[config.mk]
export PLATFORM = sky130hd
export DESIGN_NAME = cond_logic
export DESIGN_NICKNAME = d
export VERILOG_FILES = /design/src/rtl/cond_logic.sv
export SDC_FILE = /design/constraint.sdc
export NUM_CORES = 1
export LEC_CHECK = 0
export CAP_MARGIN = 20
export CORE_AREA = 2 2 39 41
export CTS_CLUSTER_DIAMETER = 30
export DETAILED_ROUTE_END_ITERATION = 12
export DIE_AREA = 0 0 41 43
export MAX_ROUTING_LAYER = met4
export PLACE_DENSITY = 0.71
export SYNTH_ARGS = -nofsm -noshare
export SYNTH_HDL_FRONTEND = slang
export SYNTH_SLANG_ARGS = --single-unit
export TNS_END_PERCENT = 5
[constraint.sdc]
create_clock -name clk -period 3.5 [get_ports clk]
set_clock_uncertainty 0.1 [all_clocks]
set_input_delay 0.875 -clock clk [delete_from_list [all_inputs] [get_ports clk]]
set_output_delay 0.875 -clock clk [all_outputs]
set_load 0.005 [all_outputs]
[src/rtl/cond_logic.sv]
// cond_logic: ARM conditional-execution stage holding NZCV flags and gating PC/register/memory writes
module cond_logic (
    input  logic       clk,
    input  logic       reset_n,
    input  logic [3:0] Cond,
    input  logic [3:0] ALUFlags,
    input  logic [1:0] FlagW,
    input  logic       PCS,
    input  logic       RegW,
    input  logic       MemW,
    input  logic       NoWrite,
    output logic       PCSrc,
    output logic       RegWrite,
    output logic       MemWrite,
    output logic       CondEx,
    output logic [3:0] Flags
);
    logic n, z, c, v, ge;
    logic [1:0] flag_write;
    assign {n, z, c, v} = Flags;
    assign ge = n == v;
    always_comb begin
        case (Cond)
            4'b0000: CondEx = z;
            4'b0001: CondEx = ~z;
            4'b0010: CondEx = c;
            4'b0011: CondEx = ~c;
            4'b0100: CondEx = n;
            4'b0101: CondEx = ~n;
            4'b0110: CondEx = v;
            4'b0111: CondEx = ~v;
            4'b1000: CondEx = c & ~z;
            4'b1001: CondEx = ~c | z;
            4'b1010: CondEx = ge;
            4'b1011: CondEx = ~ge;
            4'b1100: CondEx = ~z & ge;
            4'b1101: CondEx = z | ~ge;
            4'b1110: CondEx = 1'b1;
            default: CondEx = 1'b0;
        endcase
    end
    assign flag_write = FlagW & {2{CondEx}};
    // Gated writes are held off while reset is asserted, even though CondEx keeps evaluating.
    assign PCSrc    = PCS & CondEx & reset_n;
    assign RegWrite = RegW & CondEx & ~NoWrite & reset_n;
    assign MemWrite = MemW & CondEx & reset_n;
    always_ff @(posedge clk or negedge reset_n) begin
        if (!reset_n) begin
            Flags <= 4'b0000;
        end else begin
            if (flag_write[1]) Flags[3:2] <= ALUFlags[3:2];
            if (flag_write[0]) Flags[1:0] <= ALUFlags[1:0];
        end
    end
endmodule

==> reports/summary.txt, run 1 <==
vias in the first global route -> 394
CP required -> 2.52 ns
pre-CTS WS -> -0.518 ns
area delta synth->final -> 84.8%
die width -> 41 um
register area share after synthesis -> 27.0%
Cells after Synth -> 37
Post-DRT Antenna Nets -> 0
pwr dens -> 531 nW/um^2
flop-to-flop setup slack -> 1.35 ns
Min Hold Slack -> 0.477 ns
global route total overflow -> 0
Overall Global Routing Usage -> 13.7%
CP Class -> in -> out
CTS Hold Bufs -> 0
Hold Vio Cnt, Final -> 0
vias -> 397
xor/xnor share of the synthesized area -> 7.09%
Syn Std Cell Area -> 370 um^2
Adder-Cell Fraction of Synth Area -> 0%
simple-gate share of the synthesized area -> 28.0%
via/cell ratio -> 4.78
Starting Density -> 26.8%
largest family of logic cells by synthesized area -> simple AND/OR/NAND/NOR gates
initial antenna violation count -> 0
synthesized area per cell -> 10.0 um^2
# rows -> 14
Synth Area in Compound Gates -> 18.6%
Top delay family on crit path -> simple AND/OR/NAND/NOR gates
core area -> 1380 um^2
run status -> finished clean
final worst slack -> 0.0703 ns
CP most frequent cell -> dlygate4sd2_1
first-pass GRT wire length -> 1.59 mm
fmax -> 292 MHz
worst slew pin tran -> 0.451 ns
post-DP HPWL -> 819 um
critical-path cell list -> dlygate4sd2_1 > or4b_1 > o211a_1 > o21ai_2 > or3_4 > and4b_1 > dlygate4sd2_1
largest net degree at the start of global routing -> 9
Worst EP arrival -> 2.45 ns
register bit total from synthesis -> 4
total CTS buffers -> 3
Final Critical Period -> 3.43 ns
die height -> 43 um
fin nets -> 85
top cells by area, synth -> dfrtp_1 (27%), mux2_1 (6.1%), mux2_2 (6.1%), xor2_1 (4.7%), nand3b_1 (4.1%)
clock root cell -> clkbuf_4
Synth cell types -> 26
# clock sinks -> 4
# IOs -> 24
share of cells above drive strength 1 -> 31.3%
CTS max path bufs -> 2
Slew Limit Fails -> 0
Yosys warning count -> 0
mux cell area share after synthesis -> 14.9%
biggest regs -> Flags (4)
fin crit share -> 98.0%
Buf/Inv on CP -> 2
First DRT Iteration DRCs -> 5
dpl cell area -> 649 um^2
post-detailed-route wirelength per cell -> 12.0 um
area leader, netlist -> dfrtp_1
Reg clk slew, reported paths -> 0.04 ns
Synth Net Count -> 53
DRC -> 0
leakage -> 0.000295 uW
Max Cap Viol -> 0
drt pass-1 iters -> 2
Top reg by flops -> Flags
CP max stage delay -> 0.52 ns
VDD IR max -> 0.228 mV
Post-Route WL -> 999 um
HP Class -> reg -> reg
Max H-tree Level -> 1
final instance area -> 684 um^2
RSZ-0062 raised after global routing -> true
crit end category -> primary output
worst skew pair latency -> 0.23 ns
Critical Path Start Type -> primary input
PortBufs -> 23
Slew HR -> 69.7%
total die area -> 1760 um^2
slowest CP cell -> or4b_1
final setup fails -> 0
final core occ -> 49.5%
worst-path fanout max -> 4
Antenna Cells -> 0
setup TNS -> 0 ns
share of the synthesized area in the top cell type -> 27.0%
Largest register FFs -> 4
CTS tree -> yes
GPL Wtd Cong -> 0.626
==> kinds of logic (layout without fill, tap and decap cells) <==
kind of cell | after synthesis | in the layout
simple gates | 15 | 15
compound gates | 8 | 8
mux | 5 | 5
flops | 4 | 4
xor+xnor | 3 | 3
buf+inv | 2 | 32
==> worst paths after layout <==
path	from	end	depth (start not counted)
max	Cond[1]	RegWrite	7
min	Flags[1]	Flags[1]	1
max reg2reg	Flags[3]	Flags[1]	6
min reg2reg	Flags[1]	Flags[1]	1
max in group asynchronous	reset_n	Flags[2]	1
min in group asynchronous	reset_n	Flags[3]	1
==> layer usage <==
metal  track usage (%)  wire length, um  vias to the layer above
li1                  -                -                      206
met2              20.9              515                        8
met5                 -                0                        -
met4              8.00                0                        0
met1              15.4              438                      183
met3              3.14               45                        0
==> cells in the final DEF, fill, tap and decap left out, drive strengths merged, types with 2 or more instances in the layout <==
cell type and count:
xor2 2, nand3b 2, o31ai 2, buf 7, clkdlybuf4s15 2, dfrtp 4
mux2 4, dlygate4sd2 5, clkdlybuf4s50 15, and3 2, clkbuf 3, nand2 3
==> power breakdown <==
group / total [uW] / internal, uW / switching (uW)
Sequential: 99.2 / 70.0 / 29.2
Combinational: 208 / 134 / 73.9
Clock: 56.5 / 38.3 / 18.2
==> worst register-to-register path, stage by stage, from the launching register on <==
cell and delay, ns:
dfrtp_1 0.41, xor2_1 0.30, o211a_1 0.22, o21ai_2 0.06
buf_4 0.14, o31ai_1 0.41, mux2_2 0.39
==> Yosys cell counts <==
master / count
nor3_1: 1
mux2_2: 2
buf_2: 1
dfrtp_1: 4
or4b_1: 1
and3_1: 2
nor2b_1: 1
o221a_2: 1
nand2_1: 3
nand3b_1: 2
or3_1: 1
mux2_1: 2
nand4bb_1: 1
mux2i_1: 1
o31ai_1: 2
o2bb2ai_1: 1
a211oi_1: 1
and4b_1: 1
o211a_1: 1
or3b_2: 1
buf_6: 1
nor3b_1: 1
xor2_1: 2
xnor2_1: 1
o21ai_2: 1
o211ai_1: 1
==> per-stage QoR <==
stage               total power [uW]  cells
finish                           363     83
global placement                 302     80
detailed placement               302     80
global route                     393     83
CTS                              364     83
floorplan                        192     37
==> area by class of cell <==
type,count,area (um^2)
timing repair buffer,29,267
tap,16,20.0
clock buffer,3,22.5
fill,139,699
sequential,4,100
multi-input combinational,31,275
==> timing repair <==
item,CTS,global route
pin swaps,1,1
endpoints found under the setup margin,4,3
buffers inserted,0,0
gates resized for setup,17,3
(Power assumes the default switching activity.)
==> run 2: changes to the inputs <==
--- a/config.mk
+++ b/config.mk
@@ -10,7 +10,6 @@
 export CTS_CLUSTER_DIAMETER = 30
 export DETAILED_ROUTE_END_ITERATION = 12
 export DIE_AREA = 0 0 41 43
-export MAX_ROUTING_LAYER = met4
 export PLACE_DENSITY = 0.71
 export SYNTH_ARGS = -nofsm -noshare
 export SYNTH_HDL_FRONTEND = slang
==> constraint.sdc (replaced) <==
create_clock -name clk -period 3.2 [get_ports clk]
set_clock_uncertainty 0.1 [all_clocks]
set_input_delay 0.64 -clock clk [delete_from_list [all_inputs] [get_ports clk]]
set_output_delay 0.64 -clock clk [all_outputs]
set_load 0.005 [all_outputs]
==> run 2 against run 1 <==
Sequential power is 14% higher. Via count is 5.8% higher. First-iteration DRC count is 80% lower. Global-route usage grew 0.27 points. Register-to-register slack worse by 0.36 ns. Count of clock-buffer cells in the layout unchanged. Critical path type unchanged. Critical endpoint is now PCSrc. Largest power group unchanged. Highest routed layer is now met4.
==> reports/summary.txt, run 2 (synthesized netlist as in run 1, its figures left out) <==
total CTS buffers -> 3
final worst slack -> 0.220 ns
Post-Route WL -> 1.08 mm
run status -> finished clean
worst-path fanout max -> 5
Top reg by flops -> Flags
final setup fails -> 0
GPL Wtd Cong -> 0.649
die width -> 41 um
pwr dens -> 568 nW/um^2
drt pass-1 iters -> 3
largest net degree at the start of global routing -> 8
Min Hold Slack -> 0.483 ns
biggest regs -> Flags (4)
HP Class -> reg -> reg
vias in the first global route -> 413
CP max stage delay -> 0.35 ns
total die area -> 1760 um^2
most frequent cells in the layout -> clkdlybuf4s50_1 (15), buf_4 (8), dlygate4sd2_1 (5)
Largest register FFs -> 4
Slew HR -> 72.7%
via/cell ratio -> 4.88
Worst EP arrival -> 2.24 ns
Final Critical Period -> 2.98 ns
# rows -> 14
VDD IR max -> 0.329 mV
global route total overflow -> 0
Reg clk slew, reported paths -> 0.04 ns
share of cells above drive strength 1 -> 30.0%
Post-DRT Antenna Nets -> 0
final total power -> 402 uW
Critical Path Start Type -> primary input
post-detailed-route wirelength per cell -> 12.6 um
worst skew pair latency -> 0.23 ns
PortBufs -> 23
First DRT Iteration DRCs -> 1
Max H-tree Level -> 1
CTS tree -> yes
CP most frequent cell -> dlygate4sd2_1
final core occ -> 51.2%
Hold Vio Cnt, Final -> 0
Slew Limit Fails -> 0
pre-CTS WS -> -0.308 ns
fmax -> 336 MHz
slowest CP cell -> or3_4
die height -> 43 um
CTS Hold Bufs -> 0
grt met2 use -> 24.1%
clock root cell -> clkbuf_4
vias -> 420
area delta synth->final -> 91.2%
core area -> 1380 um^2
Overall Global Routing Usage -> 13.9%
fin nets -> 88
# IOs -> 24
met1 usage -> 12.8%
dpl cell area -> 664 um^2
Max Cap Viol -> 0
post-DP HPWL -> 871 um
Starting Density -> 26.8%
critical-path cell list -> dlygate4sd2_1 > buf_4 > nor3b_1 > a211oi_1 > nor3_2 > or3_4 > and3_1 > dlygate4sd2_1
RSZ-0062 raised after global routing -> false
FILL cells -> 139
fin crit share -> 93.1%
Antenna Cells -> 0
CTS max path bufs -> 2
# clock sinks -> 4
worst slew pin tran -> 0.406 ns
final instance area -> 708 um^2
GR Util met3 -> 2.62%
CP required -> 2.46 ns
leakage -> 0.000332 uW
first-pass GRT wire length -> 1.65 mm
CP Class -> in -> out
DRC -> 0
most common cell after layout, fill and taps aside -> clkdlybuf4s50_1
initial antenna violation count -> 0
crit end category -> primary output
grt peak-use layer -> met2
run 2: cell count changes in the layout (fill, tap and decap cells not counted), sizes merged:
cell,before,now
clkdlybuf4s15,2,0
dlymetal6s2s,0,2
clkbuf,3,4
buf,7,9
run 2: worst max-delay path, delay by kind of cell:
family          cells  cell delay [ns]
simple gates        4             0.66
compound gates      1             0.26
buf+inv             3             0.67
run 2: worst paths after layout:
path	startpoint	to	slack [ns]	cells past startpoint
worst max-delay path	Cond[1]	PCSrc	0.22	8
worst min-delay path	Flags[3]	Flags[3]	0.48	1
worst max register to register	Flags[0]	Flags[1]	0.99	7
worst min register to register	Flags[3]	Flags[3]	0.48	1
max in group asynchronous	reset_n	Flags[3]	2.25	1
min in group asynchronous	reset_n	Flags[2]	0.55	1
run 2: routing by layer:
metal | part of all wire (%) | vias to the layer above
li1 | - | 213
met1 | 39 | 195
met2 | 54 | 10
met3 | 5.4 | 2
met4 | 1.8 | 0
met5 | 0 | -
run 2: per-stage QoR:
step / TNS (ns) / cells
after floorplan: 0 / 37
after global placement: -1.05 / 82
after detailed placement: -0.976 / 82
after CTS: -0.203 / 86
after global routing: 0 / 86
final: 0 / 86
run 2: cell type report:
type	count	area, um^2	share of cell area (%)
flip-flops and latches	4	100	14.1
clock buffers	3	22.5	3.18
multi-input cells	31	270	38.2
repair buffers	32	295	41.7
well taps	16	20.0	2.83
run 2: repair_timing:
| action | 4_1_cts | 5_1_grt |
|---|---|---|
| cloned | 0 | 0 |
| buffers inserted | 1 | 0 |
| endpoints found under the setup margin | 4 | 3 |
| pin swaps | 1 | 3 |
| gates resized for setup | 8 | 6 |
run 2: power by group:
| part | internal [uW] | switching [uW] | leakage, uW |
|---|---|---|---|
| logic | 149 | 80.8 | 0.000271 |
| clock network | 41.7 | 17.5 | 0.0000138 |
| registers | 76.5 | 36.5 | 0.0000466 |
